## src/rtl/gpio_in_conditioner_pkg.sv

```systemverilog
// Shared helpers for the GPIO input conditioner; all tunables remain module parameters.
package gpio_in_conditioner_pkg;

  // Debounce counter width: must hold values up to DB_CYCLES.
  function automatic int unsigned cnt_width(input int unsigned cycles);
    return $clog2(cycles + 1);
  endfunction

endpackage

```

## src/rtl/gpio_in_conditioner_if.sv

```systemverilog
// Pad-side and core-side signal bundle of the GPIO input conditioner.
interface gpio_in_conditioner_if #(
  parameter int unsigned GPIO_WIDTH = 8
);
  logic [GPIO_WIDTH-1:0] pad_i;
  logic [GPIO_WIDTH-1:0] rise_en_i;
  logic [GPIO_WIDTH-1:0] fall_en_i;
  logic [GPIO_WIDTH-1:0] clr_i;
  logic [GPIO_WIDTH-1:0] gpio_q;
  logic [GPIO_WIDTH-1:0] rise_o;
  logic [GPIO_WIDTH-1:0] fall_o;
  logic [GPIO_WIDTH-1:0] pend_o;
  logic                  irq_o;

  modport master (
    output pad_i, rise_en_i, fall_en_i, clr_i,
    input  gpio_q, rise_o, fall_o, pend_o, irq_o
  );

  modport slave (
    input  pad_i, rise_en_i, fall_en_i, clr_i,
    output gpio_q, rise_o, fall_o, pend_o, irq_o
  );
endinterface

```

## src/rtl/gpio_in_conditioner_debounce.sv

```systemverilog
// Single-bit synchroniser, debouncer and registered edge detector.
module gpio_debounce_bit
  import gpio_in_conditioner_pkg::*;
#(
  parameter int unsigned SYNC_STAGES = 2,
  parameter int unsigned DB_CYCLES   = 1024,
  parameter logic        RESET_VAL   = 1'b0
) (
  input  logic clk,
  input  logic rst_n,
  input  logic pad,
  output logic level,
  output logic rise,
  output logic fall
);

  localparam int unsigned    CW      = cnt_width(DB_CYCLES);
  localparam logic [CW-1:0]  CNT_MAX = CW'(DB_CYCLES - 1);

  logic [SYNC_STAGES-1:0] sync_q;
  logic                   sync;
  logic                   stable_q;
  logic [CW-1:0]          cnt_q;

  assign sync  = sync_q[SYNC_STAGES-1];
  assign level = stable_q;

  always_ff @(posedge clk or negedge rst_n) begin
    if (!rst_n) begin
      sync_q <= {SYNC_STAGES{RESET_VAL}};
    end else begin
      sync_q <= {sync_q[SYNC_STAGES-2:0], pad};
    end
  end

  // Any cycle where sync agrees with the stable level restarts the count,
  // so the accept compare alone bounds the counter.
  always_ff @(posedge clk or negedge rst_n) begin
    if (!rst_n) begin
      stable_q <= RESET_VAL;
      cnt_q    <= '0;
      rise     <= 1'b0;
      fall     <= 1'b0;
    end else begin
      rise <= 1'b0;
      fall <= 1'b0;
      if (sync == stable_q) begin
        cnt_q <= '0;
      end else if (cnt_q == CNT_MAX) begin
        stable_q <= sync;
        cnt_q    <= '0;
        rise     <= sync;
        fall     <= ~sync;
      end else begin
        cnt_q <= cnt_q + 1'b1;
      end
    end
  end

endmodule

```

## src/rtl/gpio_in_conditioner.sv

```systemverilog
// Per-bit pad conditioning with sticky edge-pending flags and a combined interrupt.
module gpio_in_conditioner
  import gpio_in_conditioner_pkg::*;
#(
  parameter int unsigned           GPIO_WIDTH  = 8,
  parameter int unsigned           SYNC_STAGES = 2,
  parameter int unsigned           DB_CYCLES   = 1024,
  parameter logic [GPIO_WIDTH-1:0] RESET_VAL   = '0
) (
  input  logic                   clk,
  input  logic                   rst_n,
  gpio_in_conditioner_if.slave   bus
);

  logic [GPIO_WIDTH-1:0] level;
  logic [GPIO_WIDTH-1:0] rise;
  logic [GPIO_WIDTH-1:0] fall;
  logic [GPIO_WIDTH-1:0] pend_q;
  logic                  irq_q;

  for (genvar i = 0; i < GPIO_WIDTH; i++) begin : g_bit
    gpio_debounce_bit #(
      .SYNC_STAGES (SYNC_STAGES),
      .DB_CYCLES   (DB_CYCLES),
      .RESET_VAL   (RESET_VAL[i])
    ) u_bit (
      .clk   (clk),
      .rst_n (rst_n),
      .pad   (bus.pad_i[i]),
      .level (level[i]),
      .rise  (rise[i]),
      .fall  (fall[i])
    );
  end

  // Set term is OR-ed after the clear so a coincident new edge wins.
  always_ff @(posedge clk or negedge rst_n) begin
    if (!rst_n) begin
      pend_q <= '0;
      irq_q  <= 1'b0;
    end else begin
      pend_q <= (pend_q & ~bus.clr_i)
              | (rise & bus.rise_en_i)
              | (fall & bus.fall_en_i);
      irq_q  <= |pend_q;
    end
  end

  assign bus.gpio_q = level;
  assign bus.rise_o = rise;
  assign bus.fall_o = fall;
  assign bus.pend_o = pend_q;
  assign bus.irq_o  = irq_q;

endmodule

```

## src/flat_wrapper.sv

```systemverilog
// flat-port wrapper written by rule: the top's interface ports become plain ports
module gpio_in_conditioner_flat import gpio_in_conditioner_pkg::*;
#(
  parameter int unsigned           GPIO_WIDTH  = 8,
  parameter int unsigned           SYNC_STAGES = 2,
  parameter int unsigned           DB_CYCLES   = 1024,
  parameter logic [GPIO_WIDTH-1:0] RESET_VAL   = '0
)
  (clk, rst_n, bus_pad_i, bus_rise_en_i, bus_fall_en_i, bus_clr_i, bus_gpio_q, bus_rise_o, bus_fall_o, bus_pend_o, bus_irq_o);
  gpio_in_conditioner_if #(.GPIO_WIDTH(GPIO_WIDTH)) bus_i ();
  input  logic clk;
  input  logic rst_n;
  input wire logic [$bits(bus_i.pad_i)-1:0] bus_pad_i;
  input wire logic [$bits(bus_i.rise_en_i)-1:0] bus_rise_en_i;
  input wire logic [$bits(bus_i.fall_en_i)-1:0] bus_fall_en_i;
  input wire logic [$bits(bus_i.clr_i)-1:0] bus_clr_i;
  output wire logic [$bits(bus_i.gpio_q)-1:0] bus_gpio_q;
  output wire logic [$bits(bus_i.rise_o)-1:0] bus_rise_o;
  output wire logic [$bits(bus_i.fall_o)-1:0] bus_fall_o;
  output wire logic [$bits(bus_i.pend_o)-1:0] bus_pend_o;
  output wire logic [$bits(bus_i.irq_o)-1:0] bus_irq_o;
  assign bus_i.pad_i = bus_pad_i;
  assign bus_i.rise_en_i = bus_rise_en_i;
  assign bus_i.fall_en_i = bus_fall_en_i;
  assign bus_i.clr_i = bus_clr_i;
  assign bus_gpio_q = bus_i.gpio_q;
  assign bus_rise_o = bus_i.rise_o;
  assign bus_fall_o = bus_i.fall_o;
  assign bus_pend_o = bus_i.pend_o;
  assign bus_irq_o = bus_i.irq_o;
  gpio_in_conditioner #(.GPIO_WIDTH(GPIO_WIDTH), .SYNC_STAGES(SYNC_STAGES), .DB_CYCLES(DB_CYCLES), .RESET_VAL(RESET_VAL)) u_core (.clk(clk), .rst_n(rst_n), .bus(bus_i));
endmodule
```

## config.mk

```make
export PLATFORM = sky130hd
export DESIGN_NAME = gpio_in_conditioner_flat
export DESIGN_NICKNAME = d
export VERILOG_FILES = /design/src/rtl/gpio_in_conditioner_pkg.sv /design/src/rtl/gpio_in_conditioner_if.sv /design/src/rtl/gpio_in_conditioner_debounce.sv /design/src/rtl/gpio_in_conditioner.sv /design/src/flat_wrapper.sv
export SDC_FILE = /design/constraint.sdc
export NUM_CORES = 1
export LEC_CHECK = 0
export BUFFER_PORTS_ARGS = -buffer_cell sky130_fd_sc_hd__buf_4
export CELL_PAD_IN_SITES_DETAIL_PLACEMENT = 2
export CELL_PAD_IN_SITES_GLOBAL_PLACEMENT = 2
export CORE_MARGIN = 2
export CORE_UTILIZATION = 42
export CTS_CLUSTER_SIZE = 8
export DETAILED_ROUTE_END_ITERATION = 10
export HOLD_SLACK_MARGIN = 0.15
export PLACE_DENSITY = 0.85
export SLEW_MARGIN = 25
export SYNTH_ARGS = -nofsm -noshare
export SYNTH_HDL_FRONTEND = slang
export SYNTH_SLANG_ARGS = --single-unit
export TNS_END_PERCENT = 30
```

## constraint.sdc

```tcl
create_clock -name clk -period 2.85 [get_ports clk]
set_clock_uncertainty 0.1 [all_clocks]
set_input_delay 0.1425 -clock clk [delete_from_list [all_inputs] [get_ports clk]]
set_output_delay 0.1425 -clock clk [all_outputs]
set_load 0.005 [all_outputs]
```

**After elaboration in Yosys (flattened, before gate mapping)**

Cells that the tools add are included.

- Bits in registers: 137
- Bits of input ports: 34
- Word-level logic and storage cells: 145

- $add $sub $neg: 8
- Eq/ne operators: 16
- Mux-type cells: 48
- Bitwise logic cells: 22
- Reductions and logical operators: 9

Operators by type and width:

| operator | number |
|---|---|
| two-way mux 11 bit | 16 |
| adder 11 x 1 -> 11 bit (second input constant) | 8 |
| == test 11 x 10 -> 1 bit (second input constant) | 8 |
| two-way mux 1 bit | 32 |
| bitwise AND 8 bit | 3 |
| inverter 1 bit | 16 |
| OR 8 bit | 2 |
| AND reduction 2 bit | 8 |
| == test 1 bit | 8 |
| inverter 8 bit | 1 |
| OR reduction 8 bit | 1 |

**Longest topological paths before layout**

Gate-level depths: netlist of run 1.

- Depth in word-level cells: 4
- Depth in mapped cells: 4
- Mapped depth without buffers: 4

**By module**

From an unflattened synthesis of run 1, not the netlist that was laid out.

- Cells, all modules: 499
- Area total of the unflattened synthesis: 5,944.5 um^2

Modules (own cells, without submodules):

| module | instances | cells an instance | area each (um^2) | seq. area each (um^2) |
|---|---|---|---|---|
| gpio_debounce_bit | 8 | 58 | 695.7 | 400.4 |
| gpio_in_conditioner | 1 | 35 | 379.1 | 225.2 |

**Worst setup path after synthesis of run 1**

OpenSTA, ideal clock, no wires.

- Path type: register -> register
- Start point: register u_core.g_bit[1].u_bit.cnt_q[0]
- End point: register u_core.g_bit[1].u_bit.stable_q
- Library setup time: 0.127 ns
- Arrival time: 1.585 ns
- Required time: 2.623 ns
- Slack: 1.037 ns
- Stages on the path, launching flop included: 5
- Clock period less this slack: 1.813 ns
- Cells stage by stage: dfrtp_1 > ha_1 > nand2_1 > or4_4 > mux2_1

- Word-level cells in the longest chain between the ends: 2

RTL lines:

| what | line | source |
|---|---|---|
| start: declaration | gpio_in_conditioner_debounce.sv:23 | `logic [CW-1:0] cnt_q;` |
| start signal: assignment | gpio_in_conditioner_debounce.sv:55 | `cnt_q <= cnt_q + 1'b1;` |
| == test 11 x 10 -> 1 bit | gpio_in_conditioner_debounce.sv:49 | `end else if (cnt_q == CNT_MAX) begin` |
| AND reduction 2 bit (no line) | n/a |  |
| end signal: assignment | gpio_in_conditioner_debounce.sv:50 | `stable_q <= sync;` |
| end: declaration | gpio_in_conditioner_debounce.sv:22 | `logic stable_q;` |

No other way between the ends.
A chain may end at the register's enable or synchronous reset.

**Final worst setup path of run 1**

- Start point: register u_core.g_bit[0].u_bit.cnt_q[2]
- End point: register u_core.g_bit[0].u_bit.stable_q

- Word-level cells in the longest chain between the ends: 2

RTL lines:

| what | line |
|---|---|
| start: declaration | gpio_in_conditioner_debounce.sv:23 |
| start signal: assignment | gpio_in_conditioner_debounce.sv:55 |
| == test 11 x 10 -> 1 bit | gpio_in_conditioner_debounce.sv:49 |
| AND reduction 2 bit (no line) | n/a |
| end signal: assignment | gpio_in_conditioner_debounce.sv:50 |
| end: declaration | gpio_in_conditioner_debounce.sv:22 |

No other way between the ends.

==> out/metrics.csv, run 1 <==
stage,metric,value,unit
timing,period_minus_slack,2086,ps
worst_setup_path,rrSetupSlack,760,ps
detailed_routing,drt_iter0_drc,181,
worst_setup_path,cp_data_required_time,3050,ps
worst_setup_path,ff2ff_path_depth,3,
cells_and_area,antenna_cells,0,
synthesis,synthMuxAreaShare,1.727,%
synthesis,synth.net_count,568,
timing,setup_viol,0,
place,port_buffers,66,
synthesis,yosysSeqAreaShare,56.33,%
floorplan,die_x,124.4,µm
clock_tree,cts.path.max_buffers,2,
clock_tree,post_cts_buffers,0,
timing,fin_crit_sh,73.19,%
detailed_routing,drcViolationCount,0,
clock_tree,htreeDepth,4,
synthesis,synth_compound_area_share,12.89,%
worst_setup_path,crit_arrival,2290,ps
synthesis,synth_top_family_by_area,simple AND/OR/NAND/NOR gates,
timing,rsz0062_at_grt,false,
timing,hold_violations,0,
place,gp_congestion,0.7713,
detailed_routing,wl,17860,µm
cells_and_area,layout_commonest_cell,dfrtp_1,
power_and_ir_drop,pwr-share-comb,4.4,%
synthesis,syn-instance-count,526,
synthesis,yosys.area.top_type,dfrtp_1,
global_route,grt_max_degree,90,
power_and_ir_drop,switching_share,22.46,%
clock_tree,cts_tree,done,
global_route,grt_pass1_vias,5395,
cells_and_area,mostFrequentLayoutCells,"137 x dfrtp_1, 70 x buf_4, 32 x nand3_1, 32 x nor2_1",
cells_and_area,drive_gt1_share,19.65,%
detailed_routing,dr.pass1.iters,4,
power_and_ir_drop,max-vdd-ir-drop,0.5216,mV
place,dp_hpwl,10990,µm
global_route,antenna_found_initial,0,
worst_setup_path,slowest_delay,700,ps
timing,drv_slew,0,
synthesis,synth_flop_cell,dfrtp_1,
synthesis,syn_area,0.006086,mm²
cells_and_area,nNetsFinal,655,
worst_setup_path,path_class,reg -> reg,
clock_tree,cts-buffers-inserted,17,
global_route,grt_pass1_wl,29970,µm
worst_setup_path,worstSetupEndpointType,register,
flow_run,maxCapViolations,0,
timing,setup_tns,0,ps
worst_setup_path,rr_startpoint,u_core.g_bit[0].u_bit.cnt_q[2],
synthesis,async_flop_share,100.0,%
synthesis,synth.distinct_cells,36,
synthesis,yosysWarnings,0,
hold_path,hold_path_class,in -> async,
power_and_ir_drop,p_int,3.466,mW
synthesis,ys_ff_latch,137,
timing,fmax,479.4,MHz
global_route,grt_usage,24.50,%
detailed_routing,wire_per_inst,22.16,µm
synthesis,syn_area_per_cell,11.57,µm²
global_route,grt-ovfl-total,0,
detailed_routing,antenna_left,0,
cells_and_area,finish.utilization,53.28,%
power_and_ir_drop,seqPwrFrac,45.6,%
floorplan,num_rows,43,
place,post_dp_cell_area,0.006651,mm²
synthesis,synthTopCellsByArea,"dfrtp_1 56%, xor2_1 3.5%, buf_4 3.0%",
detailed_routing,via_count,4622,
clock_tree,cts.clk_slew.worst_paths,60,ps
clock_tree,ctsResizeCount,0,
synthesis,synthXorXnorAreaFrac,4.749,%
cells_and_area,post-route-cell-area,0.007482,mm²
detailed_routing,via_per_inst,5.734,
clock_tree,cts-root-buf,clkbuf_16,
power_and_ir_drop,powerDensity,597.3,mW/mm²
synthesis,synth_top_cell_area_share,56.33,%
synthesis,synthSimpleGateAreaFrac,18.69,%
synthesis,synth_edf_count,0,
worst_setup_path,r2r-end,u_core.g_bit[0].u_bit.level,
run_status,run_status,"complete, no violations",
power_and_ir_drop,p_sw,1.004,mW
floorplan,die_height,124.4,µm
floorplan,initial_core_util,43.34,%
worst_setup_path,crit_path_start_kind,register,
timing,tightest_slew,826.4,ps
timing,hold_ws,240.2,ps
power_and_ir_drop,pwr-share-clk,50.0,%
timing,worst_slew_margin_rel,44.30,%
worst_setup_path,cp_slowest_cell,or4_4,
synthesis,synth_fa_ha_area_share,1.645,%
floorplan,die_area,0.01547,mm²
worst_setup_path,worstPathCellList,nand4_1 -> or4_4 -> mux2_2,
worst_setup_path,crit_path_max_fanout,11,
clock_tree,cts_sinks,137,
clock_tree,clock_latency,420,ps
cells_and_area,syn_to_final_growth,22.94,%
floorplan,core,0.01404,mm²
power_and_ir_drop,leakage,3.229,nW
floorplan,io_pins,67,
per-stage QoR:
step                      total power [mW]  setup slack [ps]  std cells
after CTS                            4.500             768.8        806
final                                4.469             764.1        806
after global routing                 4.620             666.6        806
after detailed placement             2.244             819.4        749
after floorplan                      2.123              1037        526
after global placement               2.228             915.1        749
power groups by stage:
stage / combinational, mW / sequential, mW / clock (mW)
global placement: 0.167 / 2.06 / 0
floorplan: 0.0680 / 2.05 / 0
CTS: 0.201 / 2.04 / 2.26
global route: 0.224 / 2.04 / 2.35
finish: 0.199 / 2.04 / 2.23
detailed placement: 0.175 / 2.07 / 0
kinds of logic after synthesis:
family,Yosys count
buffers and inverters,40
AO/OA/AOI/OAI,111
adder cells (fa/ha/maj),8
AND/OR/NAND/NOR,189
XOR/XNOR,33
flip-flops,137
multiplexers,8
state kept, by name, summed over array words and instances, names as in the netlist:
signal / cells
u_core.g_bit.u_bit.cnt_q: 88
u_core.g_bit.u_bit.sync_q: 16
u_core.bus.pend_o: 8
u_core.g_bit.u_bit.fall: 8
u_core.g_bit.u_bit.level: 8
u_core.g_bit.u_bit.rise: 8
u_core.bus.irq_o: 1
routing by layer:
layer,track usage (%),vias to the layer above,share of wire [%],wire length [µm]
li1,-,2101,-,-
met1,27.99,2403,39,7014
met2,45.26,90,55,9913
met3,5.713,28,3.4,610
met4,7.469,0,1.8,324
met5,0,-,0,0
cells in the mapped netlist (8+ instances only):
master	number
o21ai_0	28
inv_1	12
nor3b_1	16
xnor2_1	9
or4_4	8
nand3_1	32
or4_1	18
a21oi_1	28
o31ai_1	18
buf_4	24
nand2_1	24
o311a_1	8
and3_1	8
nand4_1	14
or3_1	21
ha_1	8
xor2_1	24
nor2_1	32
dfrtp_1	137
a21boi_0	11
cell type report:
| type | instances | area, µm² |
|---|---|---|
| clock inverters | 9 | 122.6 |
| repair buffers | 96 | 787.0 |
| flip-flops and latches | 137 | 3428 |
| well taps | 180 | 225.2 |
| multi-input cells | 349 | 2416 |
| clock buffers | 23 | 457.9 |
| fillers | 1363 | 6560 |
| inverters | 12 | 45.04 |
how the worst max path moves through the flow:
stage | start | to
floorplan | u_core.g_bit[1].u_bit.cnt_q[0] | u_core.g_bit[1].u_bit.level
global placement | u_core.g_bit[0].u_bit.cnt_q[2] | u_core.g_bit[0].u_bit.level
detailed placement | u_core.g_bit[0].u_bit.cnt_q[2] | u_core.g_bit[0].u_bit.level
CTS | u_core.g_bit[0].u_bit.cnt_q[2] | u_core.g_bit[0].u_bit.level
global route | u_core.g_bit[6].u_bit.cnt_q[0] | u_core.g_bit[6].u_bit.cnt_q[4]
finish | u_core.g_bit[0].u_bit.cnt_q[2] | u_core.g_bit[0].u_bit.level
repair_timing:
item                                    CTS  global route
hold endpoints to repair                102             0
endpoints found under the setup margin    0             0
hold buffers                             25             0
critical path, delay by kind of cell (launching register included):
kind	cells	cell delay, ps
flip-flops	1	430
AND/OR/NAND/NOR	2	1140
multiplexers	1	290
Power figures use the tool's default switching activity.
==> run 2, diff against run 1 <==
--- a/config.mk
+++ b/config.mk
@@ -9,11 +9,11 @@
 export CELL_PAD_IN_SITES_DETAIL_PLACEMENT = 2
 export CELL_PAD_IN_SITES_GLOBAL_PLACEMENT = 2
 export CORE_MARGIN = 2
-export CORE_UTILIZATION = 42
+export CORE_UTILIZATION = 39
 export CTS_CLUSTER_SIZE = 8
 export DETAILED_ROUTE_END_ITERATION = 10
 export HOLD_SLACK_MARGIN = 0.15
-export PLACE_DENSITY = 0.85
+export PLACE_DENSITY = 0.8
 export SLEW_MARGIN = 25
 export SYNTH_ARGS = -nofsm -noshare
 export SYNTH_HDL_FRONTEND = slang
==> constraint.sdc (replaced) <==
create_clock -name clk -period 2 [get_ports clk]
set_clock_uncertainty 0.1 [all_clocks]
set_input_delay 0.1 -clock clk [delete_from_list [all_inputs] [get_ports clk]]
set_output_delay 0.1 -clock clk [all_outputs]
set_load 0.005 [all_outputs]
==> run 2 against run 1 <==
Sequential cell count unchanged. Combinational power is 48% higher. Global-route usage decreased by 3.2 points. Clock power is 33% higher. Critical path depth up 1. Sequential power grew 42%. Clock-buffer cell count up 2. Total power up 38%. Cell area rose by 1.4%. Routed wire length down 8.4%. Worst setup slack got worse by 680 ps. Critical endpoint is now u_core.g_bit[4].u_bit.level. Largest cell class unchanged. Largest power group unchanged.
==> out/metrics.csv, run 2 (synthesized netlist as in run 1, its figures left out) <==
stage,metric,value,unit
clock_tree,cts-buffers-inserted,17,
global_route,top_usage_layer,met2,
global_route,grt_pass1_vias,5221,
floorplan,die_height,128.9,µm
global_route,grtUsageMet1,23.87,%
timing,fin_crit_sh,95.56,%
timing,period_minus_slack,1911,ps
cells_and_area,nNetsFinal,668,
timing,setup_tns,0,ps
worst_setup_path,crit_path_start_kind,register,
floorplan,initial_core_util,40.03,%
global_route,grt_usage,21.27,%
clock_tree,clock_latency,420,ps
timing,hold_ws,111.3,ps
detailed_routing,dr.pass1.iters,4,
clock_tree,htreeDepth,4,
timing,rsz0062_at_grt,false,
power_and_ir_drop,max-vdd-ir-drop,0.5940,mV
timing,setup_viol,0,
clock_tree,cts.path.max_buffers,2,
run_status,run_status,"complete, no violations",
place,gp_congestion,0.7582,
cells_and_area,fillCellCount,1541,
power_and_ir_drop,powerDensity,810.6,mW/mm²
floorplan,die_x,128.9,µm
cells_and_area,multi_input_area,0.002421,mm²
floorplan,die_area,0.01662,mm²
clock_tree,cts_sinks,137,
floorplan,num_rows,45,
flow_run,maxCapViolations,0,
detailed_routing,drcViolationCount,0,
detailed_routing,via_count,4583,
global_route,grt-ovfl-total,0,
hold_path,hold_path_class,in -> async,
global_route,grt_use_met2,39.62,%
floorplan,core,0.01520,mm²
timing,timing.final.ws_setup,88.79,ps
clock_tree,cts.clk_slew.worst_paths,60,ps
floorplan,io_pins,67,
timing,worst_slew_margin_rel,58.12,%
cells_and_area,top_regs,"u_core.g_bit.u_bit.cnt_q x88, u_core.g_bit.u_bit.sync_q x16",
place,port_buffers,66,
cells_and_area,antenna_cells,0,
clock_tree,post_cts_buffers,0,
worst_setup_path,worstSetupEndpointType,register,
timing,tightest_slew,626.1,ps
clock_tree,cts-root-buf,clkbuf_16,
detailed_routing,via_per_inst,5.569,
detailed_routing,drt_iter0_drc,216,
global_route,use_met3,5.364,%
timing,hold_violations,0,
cells_and_area,largest_register_ffs,88,
detailed_routing,antenna_left,0,
global_route,grt_max_degree,56,
clock_tree,cts_tree,done,
detailed_routing,wire_per_inst,19.88,µm
worst_setup_path,path_class,reg -> reg,
detailed_routing,wl,16360,µm
cells_and_area,drive_gt1_share,21.26,%
cells_and_area,layout_commonest_cell,dfrtp_1,
timing,drv_slew,0,
global_route,antenna_found_initial,0,
power_and_ir_drop,leakage,3.277,nW
timing,fmax,523.2,MHz
cells_and_area,regArea,0.003428,mm²
place,dp_hpwl,10960,µm
worst_setup_path,crit_path_max_fanout,8,
place,dpl_worst_slack,84.43,ps
cells_and_area,mostFrequentLayoutCells,"137 x dfrtp_1, 80 x buf_4, 32 x nand3_1, 32 x nor2_1",
worst_setup_path,crit_arrival,2120,ps
cells_and_area,regMostFlops,u_core.g_bit.u_bit.cnt_q,
global_route,grt_pass1_wl,27000,µm
cells_and_area,syn_to_final_growth,24.67,%
worst_setup_path,cp_data_required_time,2210,ps
-- run 2: cell count changes in the layout (fill, tap and decap cells not counted), sizes merged --
cell,delta
buf,+12
clkinv,-3
bufinv,-2
clkbuf,+2
clkinvlp,-1
dlygate4sd3,+1
-- run 2: where the power goes --
group	leakage (nW)	internal (mW)	switching (mW)	total, mW
Clock	0.271	1.84	1.11	2.96
Sequential	1.86	2.83	0.0698	2.90
Combinational	1.15	0.140	0.155	0.294
Total	3.28	4.81	1.34	6.15
-- run 2: final cells by class --
class	count	share of cell area, %
Clock inverter	3	0.5277
Timing Repair Buffer	109	12.02
Multi-Input combinational cell	349	31.91
Inverter	12	0.5937
Sequential cell	137	45.18
Clock buffer	25	6.662
Tap cell	188	3.100
-- run 2: stage by stage --
stage	std cells	area [µm²]	utilization [%]	power, mW
after floorplan	526	6086	-	3.025
after global placement	769	6777	44.58	3.190
after detailed placement	769	6777	44.58	3.215
after CTS	823	7582	49.88	6.232
after global routing	823	7587	49.91	6.381
final	823	7587	49.91	6.150
-- run 2: final timing paths --
path | from | endpoint | slack [ps] | cells after the start
setup / recovery | u_core.g_bit[4].u_bit.cnt_q[0] | u_core.g_bit[4].u_bit.level | 90 | 4
hold / removal | rst_n | u_core.g_bit[0].u_bit.cnt_q[7] | 110 | 2
setup reg to reg | u_core.g_bit[4].u_bit.cnt_q[0] | u_core.g_bit[4].u_bit.level | 90 | 4
hold reg to reg | u_core.g_bit[4].u_bit.sync_q[0] | u_core.g_bit[4].u_bit.sync_q[1] | 250 | 0
max in group asynchronous | rst_n | u_core.g_bit[0].u_bit.cnt_q[4] | 490 | 3
min in group clk | bus_pad_i[0] | u_core.g_bit[0].u_bit.sync_q[0] | 230 | 2
-- run 2: routing by layer --
| layer | vias to the layer above | share of wire (%) |
|---|---|---|
| met4 | 0 | 1.4 |
| met3 | 21 | 3.3 |
| met5 | - | 0 |
| met1 | 2375 | 40 |
| li1 | 2120 | - |
| met2 | 67 | 55 |
-- run 2: worst max-delay path, stage by stage (launching register included) --
cell and delay [ps]:
dfrtp_1 430, ha_2 250, nand3_4 130, or4_4 580, mux2_4 310
-- run 2: what timing repair did --
action / in CTS / in global routing
hold buffers: 26 / 0
endpoints found under the setup margin: 0 / 3
hold endpoints to repair: 153 / 0
gates resized for setup: 0 / 3
==> run 3, diff against run 2 <==
--- a/config.mk
+++ b/config.mk
@@ -8,12 +8,14 @@
 export BUFFER_PORTS_ARGS = -buffer_cell sky130_fd_sc_hd__buf_4
 export CELL_PAD_IN_SITES_DETAIL_PLACEMENT = 2
 export CELL_PAD_IN_SITES_GLOBAL_PLACEMENT = 2
+export CORE_ASPECT_RATIO = 0.5
 export CORE_MARGIN = 2
-export CORE_UTILIZATION = 39
+export CORE_UTILIZATION = 41
+export CTS_BUF_LIST = sky130_fd_sc_hd__clkbuf_4
 export CTS_CLUSTER_SIZE = 8
 export DETAILED_ROUTE_END_ITERATION = 10
 export HOLD_SLACK_MARGIN = 0.15
-export PLACE_DENSITY = 0.8
+export PLACE_DENSITY = 0.83
 export SLEW_MARGIN = 25
 export SYNTH_ARGS = -nofsm -noshare
 export SYNTH_HDL_FRONTEND = slang
==> constraint.sdc (replaced) <==
create_clock -name clk -period 1.9 [get_ports clk]
set_clock_uncertainty 0.1 [all_clocks]
set_input_delay 0.095 -clock clk [delete_from_list [all_inputs] [get_ports clk]]
set_output_delay 0.095 -clock clk [all_outputs]
set_load 0.005 [all_outputs]
==> run 3 against run 2 <==
Largest power group is now sequential cells. Total power fell by 5.9%. Die area fell by 4.4%. Cell count rose by 6.2%. Critical path depth rose by 1. Critical path type unchanged. Combinational power rose by 54%. Clock-buffer cell count fell by 8.
==> out/metrics.csv, run 3 (synthesized netlist as in run 1, its figures left out) <==
stage,metric,value,unit
power_and_ir_drop,p_int,4.221,mW
floorplan,core,0.01447,mm²
power_and_ir_drop,powerDensity,745.7,mW/mm²
worst_setup_path,crit_arrival,2260,ps
global_route,grt_usage,30.89,%
floorplan,die_x,176.3,µm
cells_and_area,antenna_cells,0,
timing,period_minus_slack,1892,ps
place,dp_cells,797,
detailed_routing,dr.pass1.iters,5,
timing,setup_tns,0,ps
worst_setup_path,cp_data_required_time,2270,ps
detailed_routing,wire_per_inst,27.50,µm
cells_and_area,mostFrequentLayoutCells,"129 x dfrtp_1, 107 x buf_4, 35 x dlygate4sd3_1, 32 x nor2_1, 31 x nand3_1",
cells_and_area,finish.utilization,53.67,%
power_and_ir_drop,p_sw,1.568,mW
clock_tree,clock_latency,570,ps
detailed_routing,antenna_left,0,
power_and_ir_drop,leakage,3.330,nW
worst_setup_path,crit_cells,5,
detailed_routing,via_count,5315,
timing,tightest_slew,549.3,ps
cells_and_area,post-route-cell-area,0.007765,mm²
cells_and_area,nNetsFinal,705,
timing,hold_ws,208.8,ps
worst_setup_path,slowest_delay,490,ps
timing,hold_violations,0,
power_and_ir_drop,power,5.790,mW
clock_tree,cts.clk_slew.worst_paths,140,ps
power_and_ir_drop,max-vdd-ir-drop,0.3626,mV
global_route,grt_max_degree,40,
worst_setup_path,r2r-end,u_core.g_bit[3].u_bit.cnt_q[8],
timing,rsz0062_at_grt,false,
global_route,grt-ovfl-total,0,
power_and_ir_drop,seqPwrFrac,52.9,%
detailed_routing,via_per_inst,6.081,
cells_and_area,largest_register_ffs,88,
cells_and_area,drive_gt1_share,26.78,%
worst_setup_path,startpoint,u_core.g_bit[3].u_bit.cnt_q[0],
global_route,grt_pass1_wl,37030,µm
worst_setup_path,crit_path_max_fanout,6,
cells_and_area,syn_to_final_growth,27.59,%
timing,fmax,528.6,MHz
floorplan,die_height,90.15,µm
flow_run,maxCapViolations,0,
global_route,grt_pass1_vias,6010,
hold_path,hold_path_class,in -> reg,
worst_setup_path,cp_slowest_cell,or4_1,
place,port_buffers,66,
worst_setup_path,crit_end,u_core.g_bit[3].u_bit.cnt_q[8],
hold_path,min_from,bus_rise_en_i[6],
power_and_ir_drop,pwr-share-clk,39.3,%
timing,worst_slew_margin_rel,63.26,%
cells_and_area,layout.cells.non_filler,874,
floorplan,io_pins,67,
timing,timing.final.ws_setup,8.101,ps
cells_and_area,regMostFlops,u_core.g_bit.u_bit.cnt_q,
worst_setup_path,worstPathCellList,ha_2 -> nand2_1 -> buf_4 -> or4_1 -> a21oi_1,
clock_tree,htreeDepth,4,
clock_tree,cts.path.max_buffers,2,
run_status,run_status,"complete, no violations",
global_route,antenna_found_initial,1,
place,dp_hpwl,11580,µm
worst_setup_path,worstSetupEndpointType,register,
worst_setup_path,rr_startpoint,u_core.g_bit[3].u_bit.cnt_q[0],
clock_tree,cts-root-buf,clkbuf_4,
detailed_routing,drcViolationCount,0,
place,gp_congestion,0.7459,
timing,drv_slew,0,
worst_setup_path,path_class,reg -> reg,
cells_and_area,layout_commonest_cell,dfrtp_1,
cells_and_area,top_regs,"u_core.g_bit.u_bit.cnt_q x88, u_core.g_bit.u_bit.sync_q x16",
place,dpl_worst_slack,33.36,ps
worst_setup_path,crit_family,simple AND/OR/NAND/NOR gates,
worst_setup_path,crit_path_start_kind,register,
worst_setup_path,ff2ff_path_depth,5,
detailed_routing,wl,24030,µm
detailed_routing,drt_iter0_drc,402,
floorplan,num_rows,31,
worst_setup_path,critPathBufInv,1,
clock_tree,cts_sinks,137,
clock_tree,cts_tree,done,
power_and_ir_drop,switching_share,27.09,%
floorplan,die_area,0.01589,mm²
floorplan,initial_core_util,42.07,%
power_and_ir_drop,pwr-share-comb,7.8,%
clock_tree,cts-buffers-inserted,17,
place,post_dp_cell_area,0.006924,mm²
timing,fin_crit_sh,99.57,%
timing,setup_viol,0,
worst_setup_path,rrSetupSlack,8,ps
[run 3: changes by cell type in the layout (fill, tap and decap cells not counted), moves of 3 or more]
cell	previous run	this run
clkbuf_8	5	0
bufinv_16	1	4
clkbuf_4	0	17
dfrtp_1	137	129
clkbuf_1	3	0
buf_4	80	107
dlygate4sd3_1	26	35
ha_4	0	5
ha_1	6	2
clkbuf_16	17	0
clkinv_1	0	5
dfrtp_2	0	8
[run 3: worst min-delay path by stage]
stage,depth (start not counted),to,slack [ps]
6_report,3,u_core.bus.pend_o[6],210
5_1_grt,3,u_core.bus.pend_o[6],200
4_1_cts,4,u_core.bus.pend_o[1],190
3_5_place_dp,1,u_core.g_bit[1].u_bit.cnt_q[8],-70
3_3_place_gp,1,u_core.g_bit[1].u_bit.cnt_q[6],-70
2_1_floorplan,0,u_core.bus.irq_o,-300
[run 3: tightest hold or removal path, stage by stage]
cell	delay, ps
buf_4	80
a221o_1	120
dlygate4sd3_1	540
[run 3: timing repair]
| item | in CTS | in global routing |
|---|---|---|
| pin swaps | 0 | 1 |
| setup buffers | 0 | 9 |
| setup endpoints to repair | 4 | 64 |
| gates resized for setup | 4 | 21 |
| cloned | 0 | 0 |
| hold buffers | 36 | 0 |
| endpoints found under the hold margin | 153 | 0 |
[run 3: layout make-up]
| cell class | count | area [µm²] |
|---|---|---|
| Clock buffer | 17 | 127.6 |
| Sequential cell | 137 | 3438 |
| Timing Repair Buffer | 146 | 1225 |
| Tap cell | 198 | 247.7 |
| Fill cell | 1376 | 6703 |
| Clock inverter | 15 | 181.4 |
| Inverter | 12 | 45.04 |
| Multi-Input combinational cell | 349 | 2500 |
[run 3: power groups by stage]
stage | clock network, mW | registers, mW | logic (mW)
after global routing | 2.43 | 3.07 | 0.484
final | 2.28 | 3.06 | 0.452
after CTS | 2.23 | 3.05 | 0.376
after global placement | 0 | 3.09 | 0.296
after floorplan | 0 | 3.08 | 0.102
after detailed placement | 0 | 3.10 | 0.309
[run 3: metal layers]
metal,wire (µm),vias up,track usage (%),share of wire (%)
li1,-,2218,-,-
met1,9513,2784,36.79,40
met2,12430,227,54.35,52
met3,1171,84,7.191,4.9
met4,898,2,11.91,3.7
met5,12,-,0,0.050
